### src/rtl/washer_pkg.sv
// Shared washer definitions: spin FSM encoding, fault bit positions,
// default plant/threshold constants and saturating arithmetic helpers.
package washer_pkg;

  typedef enum logic [1:0] {
    SP_IDLE = 2'd0,
    SP_UP   = 2'd1,
    SP_RUN  = 2'd2,
    SP_DOWN = 2'd3
  } spin_state_t;

  localparam int FLT_CONFLICT   = 0;
  localparam int FLT_OVERFLOW   = 1;
  localparam int FLT_DRY_HEAT   = 2;
  localparam int FLT_UNBALANCED = 3;

  localparam int         DEF_TICK_DIV     = 1;
  localparam logic [7:0] DEF_LEVEL_MAX    = 8'd200;
  localparam logic [7:0] DEF_FILL_RATE    = 8'd4;
  localparam logic [7:0] DEF_DRAIN_RATE   = 8'd8;
  localparam logic [7:0] DEF_FULL_THRESH  = 8'd160;
  localparam logic [7:0] DEF_EMPTY_THRESH = 8'd8;
  localparam logic [7:0] DEF_TEMP_INIT    = 8'd15;
  localparam logic [7:0] DEF_TEMP_TARGET  = 8'd40;
  localparam logic [7:0] DEF_HEAT_DIV     = 8'd10;
  localparam logic [7:0] DEF_COOL_DIV     = 8'd50;
  localparam logic [7:0] DEF_RPM_STEP     = 8'd16;
  localparam logic [7:0] DEF_RPM_MAX      = 8'd240;
  localparam logic [7:0] DEF_AGIT_PERIOD  = 8'd5;

  // a + b clamped to lim; the 9-bit sum keeps the carry visible
  function automatic logic [7:0] sat_add(input logic [7:0] a, input logic [7:0] b,
                                         input logic [7:0] lim);
    logic [8:0] sum;
    sum = {1'b0, a} + {1'b0, b};
    return (sum >= {1'b0, lim}) ? lim : sum[7:0];
  endfunction

  // a - b clamped at zero
  function automatic logic [7:0] sat_sub(input logic [7:0] a, input logic [7:0] b);
    return (a > b) ? (a - b) : 8'd0;
  endfunction

endpackage

### src/rtl/washer_plant_if.sv
// Actuator/sensor bundle between the washer controller (master) and the
// behavioural plant (slave).
interface washer_plant_if;
  logic       water_in;
  logic       wash;
  logic       drain;
  logic       speed;
  logic       heat_r;
  logic       full;
  logic       empty;
  logic       cold;
  logic [7:0] level;
  logic [7:0] temp;
  logic [7:0] rpm;
  logic       agit_dir;
  logic [3:0] fault;

  modport master (
    output water_in, wash, drain, speed, heat_r,
    input  full, empty, cold, level, temp, rpm, agit_dir, fault
  );

  modport slave (
    input  water_in, wash, drain, speed, heat_r,
    output full, empty, cold, level, temp, rpm, agit_dir, fault
  );
endinterface

### src/rtl/washer_tick_gen.sv
// Plant time-base prescaler: one-cycle tick every TICK_DIV clocks, first
// tick TICK_DIV cycles after reset release. TICK_DIV=1 keeps tick high.
module washer_tick_gen #(
  parameter int TICK_DIV = 1
) (
  input  logic clk,
  input  logic rst_n,
  output logic o_tick
);
  localparam int CW = (TICK_DIV > 1) ? $clog2(TICK_DIV) : 1;
  localparam logic [CW-1:0] LAST = CW'(TICK_DIV - 1);

  logic [CW-1:0] r_cnt;

  assign o_tick = (r_cnt == LAST);

  // free-running divider that wraps on the tick cycle
  always_ff @(posedge clk or negedge rst_n) begin
    if (!rst_n)      r_cnt <= '0;
    else if (o_tick) r_cnt <= '0;
    else             r_cnt <= r_cnt + CW'(1);
  end
endmodule

### src/rtl/washer_plant.sv
// Behavioural washer plant: tank level, water temperature, agitator and
// spin motor driven by controller actuator commands, with sticky faults.
// Optional macro WASHER_PLANT_HYST_EN turns full/empty into tick-registered
// hysteresis flags; without it they are a direct threshold decode.
module washer_plant
  import washer_pkg::*;
#(
  parameter int         TICK_DIV     = DEF_TICK_DIV,
  parameter logic [7:0] LEVEL_MAX    = DEF_LEVEL_MAX,
  parameter logic [7:0] FILL_RATE    = DEF_FILL_RATE,
  parameter logic [7:0] DRAIN_RATE   = DEF_DRAIN_RATE,
  parameter logic [7:0] FULL_THRESH  = DEF_FULL_THRESH,
  parameter logic [7:0] EMPTY_THRESH = DEF_EMPTY_THRESH,
  parameter logic [7:0] TEMP_INIT    = DEF_TEMP_INIT,
  parameter logic [7:0] TEMP_TARGET  = DEF_TEMP_TARGET,
  parameter logic [7:0] HEAT_DIV     = DEF_HEAT_DIV,
  parameter logic [7:0] COOL_DIV     = DEF_COOL_DIV,
  parameter logic [7:0] RPM_STEP     = DEF_RPM_STEP,
  parameter logic [7:0] RPM_MAX      = DEF_RPM_MAX,
  parameter logic [7:0] AGIT_PERIOD  = DEF_AGIT_PERIOD
) (
  input logic           clk,
  input logic           reset,
  washer_plant_if.slave plant
);
  localparam logic [1:0] ST_IDLE = SP_IDLE;
  localparam logic [1:0] ST_UP   = SP_UP;
  localparam logic [1:0] ST_RUN  = SP_RUN;
  localparam logic [1:0] ST_DOWN = SP_DOWN;

  logic       w_tick;
  logic [7:0] r_level, r_temp, r_rpm, r_heat_cnt, r_cool_cnt, r_agit_cnt;
  logic [1:0] r_spin;
  logic       r_agit_dir;
  logic [3:0] r_fault;

  logic [7:0] w_level_nxt, w_temp_nxt, w_heat_nxt, w_cool_nxt, w_agit_nxt;
  logic [7:0] w_rpm_nxt, w_rpm_up, w_rpm_dn;
  logic [1:0] w_spin_nxt;
  logic       w_dir_nxt, w_go_up, w_go_down;
  logic       w_flt_conflict, w_flt_overflow, w_flt_dry, w_flt_unbal;
  logic [3:0] w_fault_set;
  logic       w_full, w_empty;

  washer_tick_gen #(.TICK_DIV(TICK_DIV)) u_tick (
    .clk    (clk),
    .rst_n  (reset),
    .o_tick (w_tick)
  );

`ifdef WASHER_PLANT_HYST_EN
  logic r_full, r_empty;

  // hysteresis flags follow the level written on the same tick edge
  always_ff @(posedge clk or negedge reset) begin
    if (!reset) begin
      r_full  <= 1'b0;
      r_empty <= 1'b1;
    end else if (w_tick) begin
      if (w_level_nxt >= FULL_THRESH)              r_full <= 1'b1;
      else if (w_level_nxt < FULL_THRESH - 8'd8)   r_full <= 1'b0;
      if (w_level_nxt <= EMPTY_THRESH)             r_empty <= 1'b1;
      else if (w_level_nxt > EMPTY_THRESH + 8'd8)  r_empty <= 1'b0;
    end
  end

  assign w_full  = r_full;
  assign w_empty = r_empty;
`else
  assign w_full  = (r_level >= FULL_THRESH);
  assign w_empty = (r_level <= EMPTY_THRESH);
`endif

  // tank level: fill or drain with saturation, conflicting valves hold level
  always_comb begin
    w_level_nxt    = r_level;
    w_flt_conflict = 1'b0;
    w_flt_overflow = 1'b0;
    if (plant.water_in && plant.drain) begin
      w_flt_conflict = 1'b1;
    end else if (plant.water_in) begin
      w_flt_overflow = (r_level >= LEVEL_MAX);
      w_level_nxt    = sat_add(r_level, FILL_RATE, LEVEL_MAX);
    end else if (plant.drain) begin
      w_level_nxt    = sat_sub(r_level, DRAIN_RATE);
    end
  end

  // temperature: fresh fill resets to inlet temp, heater raises, idle cools toward ambient
  always_comb begin
    w_temp_nxt = r_temp;
    w_heat_nxt = r_heat_cnt;
    w_cool_nxt = r_cool_cnt;
    w_flt_dry  = 1'b0;
    if (plant.water_in && (r_level == 8'd0)) begin
      w_temp_nxt = TEMP_INIT;
      w_heat_nxt = 8'd0;
      w_cool_nxt = 8'd0;
    end else if (plant.heat_r) begin
      w_cool_nxt = 8'd0;
      if (w_empty) begin
        w_flt_dry = 1'b1;
      end else if (r_heat_cnt >= HEAT_DIV - 8'd1) begin
        w_heat_nxt = 8'd0;
        if (r_temp != 8'hFF) w_temp_nxt = r_temp + 8'd1;
      end else begin
        w_heat_nxt = r_heat_cnt + 8'd1;
      end
    end else begin
      w_heat_nxt = 8'd0;
      if (r_cool_cnt >= COOL_DIV - 8'd1) begin
        w_cool_nxt = 8'd0;
        if (r_temp > TEMP_INIT)      w_temp_nxt = r_temp - 8'd1;
        else if (r_temp < TEMP_INIT) w_temp_nxt = r_temp + 8'd1;
      end else begin
        w_cool_nxt = r_cool_cnt + 8'd1;
      end
    end
  end

  // agitator flips direction every AGIT_PERIOD ticks while washing a full tank
  always_comb begin
    w_agit_nxt = 8'd0;
    w_dir_nxt  = r_agit_dir;
    if (plant.wash && w_full) begin
      if (r_agit_cnt >= AGIT_PERIOD - 8'd1) w_dir_nxt  = ~r_agit_dir;
      else                                  w_agit_nxt = r_agit_cnt + 8'd1;
    end
  end

  // spin FSM; a transition tick already applies the destination's ramp step
  always_comb begin
    w_rpm_up    = sat_add(r_rpm, RPM_STEP, RPM_MAX);
    w_rpm_dn    = sat_sub(r_rpm, RPM_STEP);
    w_spin_nxt  = r_spin;
    w_rpm_nxt   = r_rpm;
    w_flt_unbal = 1'b0;
    w_go_up     = 1'b0;
    w_go_down   = 1'b0;
    case (r_spin)
      ST_IDLE: begin
        if (plant.speed) begin
          if (w_empty) w_go_up     = 1'b1;
          else         w_flt_unbal = 1'b1;
        end
      end
      ST_UP, ST_RUN: begin
        if (!w_empty) begin
          w_flt_unbal = 1'b1;
          w_go_down   = 1'b1;
        end else if (!plant.speed) begin
          w_go_down   = 1'b1;
        end else if (r_spin == ST_UP) begin
          w_go_up     = 1'b1;
        end
      end
      ST_DOWN: begin
        if (plant.speed && w_empty) w_go_up   = 1'b1;
        else                        w_go_down = 1'b1;
      end
      default: w_spin_nxt = ST_IDLE;
    endcase
    if (w_go_up) begin
      w_rpm_nxt  = w_rpm_up;
      w_spin_nxt = (w_rpm_up == RPM_MAX) ? ST_RUN : ST_UP;
    end else if (w_go_down) begin
      w_rpm_nxt  = w_rpm_dn;
      w_spin_nxt = (w_rpm_dn == 8'd0) ? ST_IDLE : ST_DOWN;
    end
  end

  // collect this tick's fault events into their bit positions
  always_comb begin
    w_fault_set                 = 4'b0000;
    w_fault_set[FLT_CONFLICT]   = w_flt_conflict;
    w_fault_set[FLT_OVERFLOW]   = w_flt_overflow;
    w_fault_set[FLT_DRY_HEAT]   = w_flt_dry;
    w_fault_set[FLT_UNBALANCED] = w_flt_unbal;
  end

  // all plant state advances on tick edges only; faults accumulate until reset
  always_ff @(posedge clk or negedge reset) begin
    if (!reset) begin
      r_level    <= 8'd0;
      r_temp     <= TEMP_INIT;
      r_rpm      <= 8'd0;
      r_heat_cnt <= 8'd0;
      r_cool_cnt <= 8'd0;
      r_agit_cnt <= 8'd0;
      r_agit_dir <= 1'b0;
      r_spin     <= ST_IDLE;
      r_fault    <= 4'b0000;
    end else if (w_tick) begin
      r_level    <= w_level_nxt;
      r_temp     <= w_temp_nxt;
      r_rpm      <= w_rpm_nxt;
      r_heat_cnt <= w_heat_nxt;
      r_cool_cnt <= w_cool_nxt;
      r_agit_cnt <= w_agit_nxt;
      r_agit_dir <= w_dir_nxt;
      r_spin     <= w_spin_nxt;
      r_fault    <= r_fault | w_fault_set;
    end
  end

  assign plant.full     = w_full;
  assign plant.empty    = w_empty;
  assign plant.cold     = (r_temp < TEMP_TARGET);
  assign plant.level    = r_level;
  assign plant.temp     = r_temp;
  assign plant.rpm      = r_rpm;
  assign plant.agit_dir = r_agit_dir;
  assign plant.fault    = r_fault;
endmodule

### src/flat_wrapper.sv
// flat-port wrapper written by rule: the top's interface ports become plain ports
module washer_plant_flat import washer_pkg::*;
#(
  parameter int         TICK_DIV     = DEF_TICK_DIV,
  parameter logic [7:0] LEVEL_MAX    = DEF_LEVEL_MAX,
  parameter logic [7:0] FILL_RATE    = DEF_FILL_RATE,
  parameter logic [7:0] DRAIN_RATE   = DEF_DRAIN_RATE,
  parameter logic [7:0] FULL_THRESH  = DEF_FULL_THRESH,
  parameter logic [7:0] EMPTY_THRESH = DEF_EMPTY_THRESH,
  parameter logic [7:0] TEMP_INIT    = DEF_TEMP_INIT,
  parameter logic [7:0] TEMP_TARGET  = DEF_TEMP_TARGET,
  parameter logic [7:0] HEAT_DIV     = DEF_HEAT_DIV,
  parameter logic [7:0] COOL_DIV     = DEF_COOL_DIV,
  parameter logic [7:0] RPM_STEP     = DEF_RPM_STEP,
  parameter logic [7:0] RPM_MAX      = DEF_RPM_MAX,
  parameter logic [7:0] AGIT_PERIOD  = DEF_AGIT_PERIOD
)
  (clk, reset, plant_water_in, plant_wash, plant_drain, plant_speed, plant_heat_r, plant_full, plant_empty, plant_cold, plant_level, plant_temp, plant_rpm, plant_agit_dir, plant_fault);
  washer_plant_if plant_i ();
  input logic clk;
  input logic reset;
  input wire logic [$bits(plant_i.water_in)-1:0] plant_water_in;
  input wire logic [$bits(plant_i.wash)-1:0] plant_wash;
  input wire logic [$bits(plant_i.drain)-1:0] plant_drain;
  input wire logic [$bits(plant_i.speed)-1:0] plant_speed;
  input wire logic [$bits(plant_i.heat_r)-1:0] plant_heat_r;
  output wire logic [$bits(plant_i.full)-1:0] plant_full;
  output wire logic [$bits(plant_i.empty)-1:0] plant_empty;
  output wire logic [$bits(plant_i.cold)-1:0] plant_cold;
  output wire logic [$bits(plant_i.level)-1:0] plant_level;
  output wire logic [$bits(plant_i.temp)-1:0] plant_temp;
  output wire logic [$bits(plant_i.rpm)-1:0] plant_rpm;
  output wire logic [$bits(plant_i.agit_dir)-1:0] plant_agit_dir;
  output wire logic [$bits(plant_i.fault)-1:0] plant_fault;
  assign plant_i.water_in = plant_water_in;
  assign plant_i.wash = plant_wash;
  assign plant_i.drain = plant_drain;
  assign plant_i.speed = plant_speed;
  assign plant_i.heat_r = plant_heat_r;
  assign plant_full = plant_i.full;
  assign plant_empty = plant_i.empty;
  assign plant_cold = plant_i.cold;
  assign plant_level = plant_i.level;
  assign plant_temp = plant_i.temp;
  assign plant_rpm = plant_i.rpm;
  assign plant_agit_dir = plant_i.agit_dir;
  assign plant_fault = plant_i.fault;
  washer_plant #(.TICK_DIV(TICK_DIV), .LEVEL_MAX(LEVEL_MAX), .FILL_RATE(FILL_RATE), .DRAIN_RATE(DRAIN_RATE), .FULL_THRESH(FULL_THRESH), .EMPTY_THRESH(EMPTY_THRESH), .TEMP_INIT(TEMP_INIT), .TEMP_TARGET(TEMP_TARGET), .HEAT_DIV(HEAT_DIV), .COOL_DIV(COOL_DIV), .RPM_STEP(RPM_STEP), .RPM_MAX(RPM_MAX), .AGIT_PERIOD(AGIT_PERIOD)) u_core (.clk(clk), .reset(reset), .plant(plant_i));
endmodule
### config.mk
export PLATFORM = sky130hd
export DESIGN_NAME = washer_plant_flat
export DESIGN_NICKNAME = d
export VERILOG_FILES = /design/src/rtl/washer_pkg.sv /design/src/rtl/washer_plant_if.sv /design/src/rtl/washer_tick_gen.sv /design/src/rtl/washer_plant.sv /design/src/flat_wrapper.sv
export SDC_FILE = /design/constraint.sdc
export NUM_CORES = 1
export LEC_CHECK = 0
export CORE_UTILIZATION = 25
export DETAILED_ROUTE_END_ITERATION = 7
export GPL_TIMING_DRIVEN = 0
export SETUP_SLACK_MARGIN = 0.5
export SLEW_MARGIN = 20
export SYNTH_ARGS = -nofsm -noshare
export SYNTH_HDL_FRONTEND = slang
export SYNTH_SLANG_ARGS = --single-unit
### constraint.sdc
create_clock -name clk -period 2.26 [get_ports clk]
set_input_delay 0.452 -clock clk [delete_from_list [all_inputs] [get_ports clk]]
set_output_delay 0.452 -clock clk [all_outputs]
set_load 0.005 [all_outputs]
# == Word-level counts from Yosys, hierarchy flattened ==
# Index checks and enable logic that the tools add are counted.
# op_classes
add_sub_neg,10
bitwise_logic,4
reduce_logical,17
eq_ne,8
order_cmp,13
mux,49
# ops
operator,n
8-bit 2-to-1 mux,25
"8-bit by 1-bit adder with 8-bit output, second input constant",4
"9-bit by 8-bit greater-or-equal comparator with 1-bit output, second input constant",2
1-bit 2-to-1 mux,17
"8-bit greater-or-equal comparator, second input constant",2
"8-bit by 4-bit > comparator with 1-bit output, second input constant",2
8-bit logical NOT,2
"8-bit by 3-bit adder with 9-bit output, second input constant",1
"8-bit by 5-bit adder with 9-bit output, second input constant",1
"8-bit equality test, second input constant",1
"8-bit by 3-bit greater-or-equal comparator with 1-bit output, second input constant",1
"8-bit by 4-bit greater-or-equal comparator with 1-bit output, second input constant",1
"8-bit by 6-bit greater-or-equal comparator with 1-bit output, second input constant",1
"8-bit by 5-bit > comparator with 1-bit output, second input constant",1
"8-bit by 4-bit less-or-equal comparator with 1-bit output, second input constant",1
"8-bit by 4-bit < comparator with 1-bit output, second input constant",1
"8-bit by 6-bit < comparator with 1-bit output, second input constant",1
2-bit 2-to-1 mux,4
"8-bit inequality test, second input constant",1
"8-bit by 1-bit subtractor with 8-bit output, second input constant",1
"8-bit by 4-bit subtractor with 8-bit output, second input constant",1
"8-bit by 5-bit subtractor with 8-bit output, second input constant",1
"3-bit by 1-bit inequality test with 1-bit output, second input constant",2
3-bit AND reduction,2
16 further kinds,25
# word_totals
reg_bits,56
in_bits,7

# == Longest topological paths before layout ==
# logic_depth
word_depth,7
ltp_mapped,9

# == Hierarchy ==
# Synthesis repeated with hierarchy kept, for this count alone.
# hier_totals
cells_unflattened,417
area_unflattened_um2,3653.5
# by_module_without_submodules
mod,cells_each,seq_area_each_um2,n_inst,area_per_inst_um2
washer_plant,415,1331.3,1,3642.2
washer_tick_gen,2,0.0,1,11.3

# == Worst setup path before layout ==
# OpenSTA, ideal clock, no wires.
# synth_timing
path_type,register -> register
start,register u_core.r_level[4] (netlist: u_core.plant.level[4])
end,register u_core.r_rpm[7] (netlist: u_core.plant.rpm[7])
setup_slack_ns,0.081
arrival_ns,2.089
required_ns,2.170
path_buffers,0
stages_incl_launch_ff,9
setup_time_ns,0.090
path_cell_list,dfrtp_1 inv_1 ha_1 nor2b_1 o21ai_2 inv_1 a211oi_1 mux2_2 o221ai_1
# synth_between
elab_chain_cells,6
word_cells_on_any_way,13
classes_between,order compare (1); mux (9); reduce/logical (3)
# synth_rtl
item,line_no,rtl
from (decl),washer_plant.sv:32,"logic [7:0] r_level, r_temp, r_rpm, r_heat_cnt, r_cool_cnt, r_agit_cnt;"
from (signal assigned),washer_plant.sv:194,r_level <= w_level_nxt;
8-bit by 4-bit less-or-equal comparator with 1-bit output (*),washer_plant.sv:71,assign w_empty = (r_level <= EMPTY_THRESH);
1-bit 2-to-1 mux / 1-bit logical AND (equally long branches),"washer_plant.sv:143, washer_plant.sv:158",
1-bit 2-to-1 mux (on tied branches),"washer_plant.sv:142, washer_plant.sv:158",
1-bit one-hot mux with 3 select lines / 1-bit one-hot mux with 2 select lines (equally long branches),washer_plant.sv:140,case (r_spin)
2-bit nonzero test (no line),n/a,
2-bit AND reduction (no line),n/a,
to (signal assigned),washer_plant.sv:196,r_rpm <= w_rpm_nxt;
to (decl),washer_plant.sv:32,
# Every way passes the cells marked *; elsewhere a longest branch is shown, timed or not.
# A chain may end at the register's enable or synchronous reset.

# == Worst setup path after layout ==
# layout_timing
start,register u_core.r_temp[4] (netlist: u_core.plant.temp[4])
end,register u_core.r_temp[5] (netlist: u_core.plant.temp[5])
# layout_between
elab_chain_cells,6
word_cells_on_any_way,16
classes_between,add/sub (2); order compare (2); eq/ne (2); mux (8); reduce/logical (2)
# layout_rtl
item,line_no,rtl
from (decl),washer_plant.sv:32,
from (signal assigned),washer_plant.sv:195,r_temp <= w_temp_nxt;
8-bit by 1-bit adder with 8-bit output,"washer_plant.sv:105, washer_plant.sv:114",
8-bit 2-to-1 mux (on tied branches),"washer_plant.sv:114, washer_plant.sv:105",
8-bit 2-to-1 mux (on tied branches),"washer_plant.sv:113, washer_plant.sv:103",
8-bit 2-to-1 mux (on tied branches),"washer_plant.sv:111, washer_plant.sv:101",
8-bit 2-to-1 mux,washer_plant.sv:99,end else if (plant.heat_r) begin
8-bit 2-to-1 mux,washer_plant.sv:95,if (plant.water_in && (r_level == 8'd0)) begin
# Parallel ways exist; a longest one is shown, timed or not. The select of a mux whose other input is x is not followed.

==> impl_metrics.py <==
metrics = {
    "grt": {
        "grt_overflow": 0,
        "grt_pass1_vias": 3130,
        "grt_pass1_wl_um": 15010,
        "grtUsageTotal_pct": 13.16,
        "antenna_found_initial": 0,
        "grt_max_degree": 54,
    },
    "route": {
        "dr.pass1.iters": 4,
        "routedWlPerCell_um": 14.57,
        "antenna_left": 0,
        "via_count": 3257,
        "wl_um": 9571,
        "drt_iter0_drc": 150,
        "viasPerCell": 4.957,
        "route.detailed.drc": 0,
    },
    "timing": {
        "post-route-period-util_pct": 92.79,
        "fin_crit_ns": 2.097,
        "tightest_slew_ns": 0.7118,
        "hold_viol": 0,
        "max_freq_mhz": 476.9,
        "final_max_slew_viol_count": 0,
        "rsz0062_at_grt": "true",
        "max-slew-margin-rel_pct": 52.55,
        "setup_violations": 0,
        "clock_skew_ns": 0.01213,
    },
    "logic_synthesis": {
        "synth_seq_cells": 53,
        "synth_edf_count": 0,
        "synth_ff_type": "dfrtp_1",
        "ys_seq_area_share_pct": 39.98,
        "syn_area_um2": 3329,
        "netlist_instances": 361,
        "synth.distinct_cells": 62,
        "yosys_warnings": 0,
        "synthArstFlopShare_pct": 100.0,
        "synth.avg_cell_area_um2": 9.223,
    },
    "placement": {
        "dpl_cell_area_um2": 4039,
        "gp_congestion": 0.8258,
        "portBuffers": 36,
        "placed_cells": 577,
        "dp_hpwl_um": 5533,
    },
    "final_layout": {
        "syn2layout_area_growth_pct": 58.66,
        "n_antenna_cell": 0,
        "drive_above_1_share_pct": 40.00,
        "stdcell_area_um2": 5283,
        "final_net_count": 518,
        "instances_no_fill": 657,
    },
    "cts": {
        "cts.clk_slew.worst_paths_ns": 0.07,
        "clock-sinks": 53,
        "hold_buffers": 0,
        "cts_root_buf": "clkbuf_16",
        "clk_latency_ns": 0.30,
        "cts_tree": "built",
        "clockBufferDepth": 2,
        "numCtsBuffers": 5,
        "h-tree-depth": 2,
    },
    "power_and_ir_drop": {
        "powerDensity_nw_per_um2": 1133,
        "power_leakage_nw": 2.272,
        "peakVddDrop_mv": 0.6246,
    },
    "critical_path": {
        "r2r-start": "u_core.plant.temp[4]",
        "critical_path.max_fanout": 5,
        "timing.rr.end": "u_core.plant.temp[5]",
        "crit_path_start": "u_core.plant.temp[4]",
        "start_kind": "flop",
        "r2r_slack_ns": 0.16,
        "crit_arrival_ns": 2.28,
        "crit_type": "flop to flop",
        "worst_r2r_path_depth": 7,
        "end_kind": "flop",
        "crit_required_ns": 2.44,
    },
    "floorplan": {
        "initial_core_util_pct": 25.96,
        "die_x_um": 117.4,
        "die-area_um2": 13780,
        "fp.dieH_um": 117.4,
        "core-area_um2": 12820,
        "io_pins": 39,
        "num_rows": 41,
    },
    "flow_run": {
        "maxCapViolCount": 0,
    },
    "worst_hold_path": {
        "hold_class": "input pin to async pin",
    },
    "status": {
        "status": "complete, no violations",
    },
}
## how the worst max path moves through the flow
stage / endpoint / cells after the start
final: u_core.plant.temp[5] / 7
after global routing: u_core.plant.temp[5] / 8
after CTS: u_core.plant.temp[6] / 6
after detailed placement: u_core.plant.temp[6] / 6
after global placement: u_core.plant.rpm[4] / 1
after floorplan: u_core.plant.temp[2] / 7
## where the power goes
group	internal (mW)	total [mW]	leakage [nW]	switching, mW
Combinational	1.93	3.78	1.56	1.85
Sequential	1.20	1.42	0.641	0.225
Clock	0.414	0.785	0.0671	0.370
Total	3.54	5.99	2.27	2.45
## repair_timing
action	in CTS	in global routing
cloned	0	0
setup buffers	48	24
gates resized for setup	103	63
endpoints found under the setup margin	51	45
pin swaps	30	37
## per-layer routing
layer  vias up  track usage (%)  wire length (um)
li1       1532                -                 -
met1      1591            16.77              4205
met2       107            21.93              4636
met3        27            2.772               482
met4         0            4.545               246
met5         -                0                 0
## cells in the mapped netlist, types with 5 or more instances
cell | number | area share, %
nor2_1 | 39 | 4.4
clkbuf_1 | 9 | 1.0
ha_1 | 27 | 10
and2_1 | 6 | 1.1
inv_1 | 31 | 3.5
o21a_1 | 5 | 1.1
mux2i_1 | 6 | 1.8
o21ai_0 | 9 | 1.4
a21oi_1 | 19 | 2.9
nand4_1 | 6 | 1.1
xor2_1 | 5 | 1.3
nor3_1 | 12 | 1.8
a31oi_1 | 9 | 1.7
nand2_1 | 15 | 1.7
dfrtp_1 | 49 | 37
or3_1 | 5 | 0.94
nor4_1 | 7 | 1.3
nand3_1 | 13 | 2.0
nor3b_1 | 8 | 1.8
o31ai_1 | 9 | 2.0
## logic make-up after synthesis
group / share of synthesized area, %
muxes: 2.142
other: 0.1126
DFF: 39.99
and+or+nand+nor: 21.08
AOI/OAI and AO/OA: 18.56
xor gates and xnor gates: 1.841
adders and majority gates: 10.15
buffers and inverters: 6.125
## layout make-up
| class | count | area, um2 |
|---|---|---|
| Timing Repair Buffer | 108 | 979.7 |
| Tap cell | 172 | 215.2 |
| Inverter | 31 | 121.4 |
| Clock inverter | 2 | 16.27 |
| Buffer | 15 | 152.6 |
| Sequential cell | 53 | 1343 |
| Fill cell | 1273 | 7542 |
| Multi-Input combinational cell | 270 | 2326 |
| Clock buffer | 6 | 128.9 |
## through the flow
stage          hold slack (ns)  power (mW)  TNS [ns]  setup slack (ns)  utilization [%]
4_1_cts                 0.2378       5.495         0            0.1529            37.85
2_1_floorplan           0.1564       3.046         0            0.2734                -
6_report                0.1945       5.985         0            0.1629            41.19
5_1_grt                 0.2506       6.364         0            0.1138            41.19
3_5_place_dp            0.4530       3.824    -2.121           -0.2173            31.49
3_3_place_gp            0.4553       3.777    -51.52            -1.178            31.51
## flip-flops by register name (all words and copies together) (netlist names)
| register | flops |
|---|---|
| u_core.r_cool_cnt | 8 |
| u_core.plant.temp | 8 |
| u_core.plant.level | 6 |
| u_core.plant.rpm | 8 |
| u_core.plant.agit_dir | 1 |
| u_core.r_agit_cnt | 8 |
| u_core.r_heat_cnt | 8 |
| u_core.plant.fault | 4 |
| u_core.r_spin | 2 |
## worst max-delay path, stage by stage, from the launching register on
cell	delay (ns)
dfrtp_1	0.39
buf_6	0.13
or4_4	0.57
a21oi_4	0.15
and3_4	0.26
nor4_4	0.05
buf_4	0.16
a221o_1	0.28
## placed cells by master, fill, tap and decap left out, drive strengths merged, types with 6 or more instances in the layout
master         netlist  final
a31oi                9      9
nor4                 8      8
nor3b                8      8
o31ai                9      9
nor3                12     12
buf                  6     88
nand4                6      6
nor2                40     40
dfrtp               49     49
ha                  27     27
or3                  6      6
nand3               13     13
clkbuf               9     10
nand2               15     15
o21ai               11     11
conb                 1      9
a21oi               19     19
clkdlybuf4s50        0     20
and2                 6      6
mux2i                6      6
dlygate4sd2          0      6
inv                 31     31
No activity file was read; power rests on OpenSTA's default activity.
